$ cat src/rtl/counter_arbiter.sv
// counter_arbiter: round-robin sequencer sharing one up/down counter among NUM_REQ pulse requesters.
// Optional build macro COUNTER_ARB_SATURATE_EN: inc/dec saturate instead of wrapping (ovf still pulses).
module counter_arbiter #(
  parameter int                   NUM_REQ = 4,
  parameter int                   WIDTH   = 4,
  parameter logic [2*NUM_REQ-1:0] OP_MAP  = 8'b11_10_01_00
) (
  input  logic               clk,
  input  logic               rst,
  input  logic [NUM_REQ-1:0] req,
  input  logic [WIDTH-1:0]   load_val,
  output logic [WIDTH-1:0]   count,
  output logic [NUM_REQ-1:0] grant,
  output logic               busy,
  output logic               ovf,
  output logic               lost
);

  localparam int                IW       = (NUM_REQ > 1) ? $clog2(NUM_REQ) : 1;
  localparam logic [IW-1:0]     LAST_IDX = IW'(NUM_REQ - 1);
  localparam logic [WIDTH-1:0]  ONE      = {{(WIDTH-1){1'b0}}, 1'b1};
  localparam logic [WIDTH-1:0]  ZERO     = {WIDTH{1'b0}};
  localparam logic [WIDTH-1:0]  ALL_ONES = {WIDTH{1'b1}};

  typedef enum logic [1:0] {
    OP_INC  = 2'b00,
    OP_DEC  = 2'b01,
    OP_CLR  = 2'b10,
    OP_LOAD = 2'b11
  } op_e;

  logic [NUM_REQ-1:0] pending_r;
  logic [NUM_REQ-1:0] pending_s;
  logic [NUM_REQ-1:0] sel_s;
  logic [NUM_REQ-1:0] lost_vec_s;
  logic [IW-1:0]      rr_last_r;
  logic [IW-1:0]      sel_idx_s;
  logic               found_s;
  op_e                op_s;
  logic [WIDTH-1:0]   count_s;
  logic               ovf_s;

  // Round-robin search over the pending flags, starting just after the last granted index
  always_comb begin
    logic [IW-1:0] idx_v;
    logic          hit_v;
    sel_s     = {NUM_REQ{1'b0}};
    sel_idx_s = rr_last_r;
    found_s   = 1'b0;
    idx_v     = {IW{1'b0}};
    hit_v     = 1'b0;
    for (int k = 1; k <= NUM_REQ; k++) begin
      idx_v        = IW'((int'(rr_last_r) + k) % NUM_REQ);
      hit_v        = pending_r[idx_v] & ~found_s;
      sel_s[idx_v] = sel_s[idx_v] | hit_v;
      sel_idx_s    = hit_v ? idx_v : sel_idx_s;
      found_s      = found_s | hit_v;
    end
  end

  // A req landing on a still-pending, ungranted flag is dropped; one landing on the granted flag is queued
  always_comb begin
    pending_s  = (pending_r & ~sel_s) | req;
    lost_vec_s = req & pending_r & ~sel_s;
    op_s       = op_e'(OP_MAP[{sel_idx_s, 1'b0} +: 2]);
  end

  // Counter update for the granted requester's op; only inc/dec at the range limits raise ovf
  always_comb begin
    count_s = count;
    ovf_s   = 1'b0;
    if (found_s) begin
      case (op_s)
        OP_INC: begin
          if (count == ALL_ONES) begin
            ovf_s = 1'b1;
`ifdef COUNTER_ARB_SATURATE_EN
            count_s = ALL_ONES;
`else
            count_s = ZERO;
`endif
          end else begin
            count_s = count + ONE;
          end
        end
        OP_DEC: begin
          if (count == ZERO) begin
            ovf_s = 1'b1;
`ifdef COUNTER_ARB_SATURATE_EN
            count_s = ZERO;
`else
            count_s = ALL_ONES;
`endif
          end else begin
            count_s = count - ONE;
          end
        end
        OP_CLR:  count_s = ZERO;
        OP_LOAD: count_s = load_val;
        default: count_s = count;
      endcase
    end else begin
      count_s = count;
    end
  end

  // State and registered outputs; busy reflects the pending set seen by this edge's arbitration
  always_ff @(posedge clk or posedge rst) begin
    if (rst) begin
      pending_r <= {NUM_REQ{1'b0}};
      rr_last_r <= LAST_IDX;
      count     <= ZERO;
      grant     <= {NUM_REQ{1'b0}};
      busy      <= 1'b0;
      ovf       <= 1'b0;
      lost      <= 1'b0;
    end else begin
      pending_r <= pending_s;
      rr_last_r <= found_s ? sel_idx_s : rr_last_r;
      count     <= count_s;
      grant     <= sel_s;
      busy      <= |pending_r;
      ovf       <= ovf_s;
      lost      <= |lost_vec_s;
    end
  end

endmodule
$ cat config.mk
export PLATFORM = sky130hd
export DESIGN_NAME = counter_arbiter
export DESIGN_NICKNAME = d
export VERILOG_FILES = /design/src/rtl/counter_arbiter.sv
export SDC_FILE = /design/constraint.sdc
export NUM_CORES = 1
export LEC_CHECK = 0
export BUFFER_PORTS_ARGS = -buffer_cell sky130_fd_sc_hd__buf_2
export CAP_MARGIN = 20
export CORE_ASPECT_RATIO = 0.6
export CORE_MARGIN = 2
export CORE_UTILIZATION = 45
export DETAILED_ROUTE_END_ITERATION = 10
export HOLD_SLACK_MARGIN = 0.05
export PLACE_DENSITY_LB_ADDON = 0.3
export SETUP_SLACK_MARGIN = 0.4
export SLEW_MARGIN = 10
export SYNTH_ARGS = -nofsm -noshare
export SYNTH_HDL_FRONTEND = slang
export SYNTH_SLANG_ARGS = --single-unit
$ cat constraint.sdc
create_clock -name clk -period 6.8 [get_ports clk]
set_input_delay 1.02 -clock clk [delete_from_list [all_inputs] [get_ports clk]]
set_output_delay 1.02 -clock clk [all_outputs]
set_load 0.01 [all_outputs]
==> results.sh <==
export IMPL_run_status="finished clean"
export IMPL_cap_violations=0
export IMPL_track_usage_pct=19.9
export IMPL_synth_nets=202
export IMPL_rows=17
export IMPL_cts_resized=0
export IMPL_cp_top_family="compound AO/OA/AOI/OAI gates"
export IMPL_hold_viol_final=0
export IMPL_fin_cells=244
export IMPL_antennaDiodeCount=0
export IMPL_drt_iter0_markers=124
export IMPL_nets=214
export IMPL_period_share_pct=55.6
export IMPL_async_flop_share_pct=100
export IMPL_wl_mm=3.76
export IMPL_die_h_um=51.1
export IMPL_cts_tree="built"
export IMPL_syn_to_final_growth_pct=4.06
export IMPL_drive_gt1_share_pct=21.3
export IMPL_worstSetupStartpoint="rr_last_r[0]$_DFFE_PP1P_"
export IMPL_crit_buf_inv=1
export IMPL_hold_buffers=0
export IMPL_min_path_type="flip-flop to flip-flop"
export IMPL_grt_pass1_vias=1312
export IMPL_slew_violations=0
export IMPL_synth_main_ff_cell="dfrtp_1"
export IMPL_place_congestion=0.806
export IMPL_synthDistinctLibCells=59
export IMPL_dieArea_mm2=0.00421
export IMPL_endpoint="lost$_DFF_PP0_"
export IMPL_mostFrequentLayoutCells="21 x buf_2, 16 x nand2_1, 15 x a21oi_1, 15 x dfrtp_1"
export IMPL_yosysSeqAreaShare_pct=25.7
export IMPL_max_slew_margin_pct=53.0
export IMPL_initial_core_util_pct=46.3
export IMPL_port_buffers=20
export IMPL_cp_slowest_cell="dfstp_2"
export IMPL_route_detailed_drc=0
export IMPL_yosys_register_bits=17
export IMPL_coreArea_mm2=0.00359
export IMPL_required_ps=6930
export IMPL_max_stage_delay_ps=840
export IMPL_die_width_um=82.5
export IMPL_min_from="count[1]$_DFFE_PP0P_"
export IMPL_reg2reg_from="rr_last_r[0]$_DFFE_PP1P_"
export IMPL_crit_fanout=27
export IMPL_vias=1468
export IMPL_crit_chain="inv_1 -> ha_1 -> mux4_2 -> mux2i_4 -> a21oi_1 -> o22ai_1 -> o2111ai_1 -> nand4_1 -> a222oi_1 -> o221ai_2"
export IMPL_start_kind="flip-flop"
export IMPL_rsz0062_at_grt="false"
export IMPL_period_minus_slack_ps=3780
export IMPL_finalSetupViolations=0
export IMPL_worst_slew_pin_slew_ps=704
export IMPL_fin_util_pct=48.1
export IMPL_dp_hpwl_mm=2.65
export IMPL_cts_buffers=3
export IMPL_cts_root_buffer="clkbuf_8"
export IMPL_yosysWarnings=0
export IMPL_clock_skew_ps=1.05
export IMPL_cts_htree_levels=1
export IMPL_clock_sinks=17
export IMPL_syn_avg_cell_area_um2=8.94
export IMPL_path_class="flip-flop to flip-flop"
export IMPL_synth_edf_count=0
export IMPL_wl_per_cell_um=15.4
export IMPL_r2r_end="lost$_DFF_PP0_"
export IMPL_clk_path_buf_depth=2
export IMPL_reg2reg_slack_ps=3020
export IMPL_post_cts_setup_buffers=0
export IMPL_placedCellCount=239
export IMPL_io_pin_count=21
export IMPL_setup_tns_ps=0
export IMPL_grt_pass1_wl_mm=6.41
export IMPL_grt_max_degree=28
export IMPL_syn_inst=186
export IMPL_worst_path_stages=10
export IMPL_fin_ws_ps=3020
export IMPL_routed_via_density=6.02
export IMPL_final_common_cell="buf_2"
export IMPL_first_pass_iters=4
export IMPL_cts_clk_slew_worst_paths_ps=70
export IMPL_clkLatencyLatePin_ps=260
export IMPL_critPathCaptureType="flip-flop"
export IMPL_fmax_mhz=265
export IMPL_reg2reg_depth=10
export IMPL_place_ws_ps=3110
export IMPL_cp_data_arrival_time_ps=3910
export IMPL_antenna_found_initial=0
export IMPL_syn_area_mm2=0.00166
export IMPL_grt_ovfl_total=0
export IMPL_ant_nets=0
-- layer usage --
layer | routed length (um) | up-vias | GRT usage, %
met3 | 226 | 6 | 3.89
met1 | 2070 | 696 | 32.9
met2 | 1420 | 51 | 25.4
met5 | 0 | - | 0
li1 | - | 715 | -
met4 | 46 | 0 | 5.00
-- synthesized netlist by cell type, drive strengths merged, types with 4 or more instances --
master | count | area [um^2]
a21oi | 15 | 75.1
clkbuf | 11 | 123
dfrtp | 15 | 375
ha | 6 | 75.1
inv | 14 | 52.6
mux2i | 9 | 103
nand2 | 16 | 60.1
nand3 | 5 | 25.0
nor2 | 15 | 58.8
nor2b | 4 | 25.0
nor3 | 5 | 25.0
o21ai | 10 | 50.0
-- worst register-to-register path, stage by stage (launching register included) --
cell and delay (ps):
dfstp_2 840, inv_1 250, ha_1 420, mux4_2 410, mux2i_4 260, a21oi_1 210
o22ai_1 170, o2111ai_1 360, nand4_1 200, a222oi_1 400, o221ai_2 140
-- flip-flops by register name (all words and copies together) (netlist names) --
| signal | cells |
|---|---|
| ovf | 1 |
| grant | 4 |
| pending_r | 4 |
| count | 4 |
| rr_last_r | 2 |
| lost | 1 |
| busy | 1 |
-- area by class of cell --
class	count	area [um^2]
Multi-Input combinational cell	141	1040
Clock inverter	1	7.51
Timing Repair Buffer	21	105
Sequential cell	17	428
Fill cell	335	1860
Tap cell	47	58.8
Inverter	14	52.6
Clock buffer	3	41.3
-- worst min path at each step --
stage                     cells after the start  slack [ps]                      to
after floorplan                               2         620  pending_r[0]$_DFF_PP0_
after global placement                        2         660    count[1]$_DFFE_PP0P_
after detailed placement                      2         670    count[1]$_DFFE_PP0P_
after CTS                                     2         680    count[1]$_DFFE_PP0P_
after global routing                          2         730    count[1]$_DFFE_PP0P_
final                                         2         680    count[1]$_DFFE_PP0P_
-- logic make-up after synthesis --
| logic type | count (synthesis) | synth area share (%) |
|---|---|---|
| flops | 17 | 25.7 |
| compound gates | 62 | 27.8 |
| xor+xnor | 1 | 0.527 |
| mux | 14 | 12.0 |
| simple gates | 58 | 17.5 |
| fa+ha+maj | 6 | 4.51 |
| buf+inv | 28 | 11.9 |
-- metrics by stage --
stage | hold slack [ps] | instance area, um^2
final | 685 | 1730
after global routing | 728 | 1730
after CTS | 677 | 1730
after detailed placement | 669 | 1680
after global placement | 663 | 1680
after floorplan | 619 | 1660
Power is left out: the tool's default activity adds up to more than one toggle a clock period on the data nets, which glitch-free logic cannot reach.
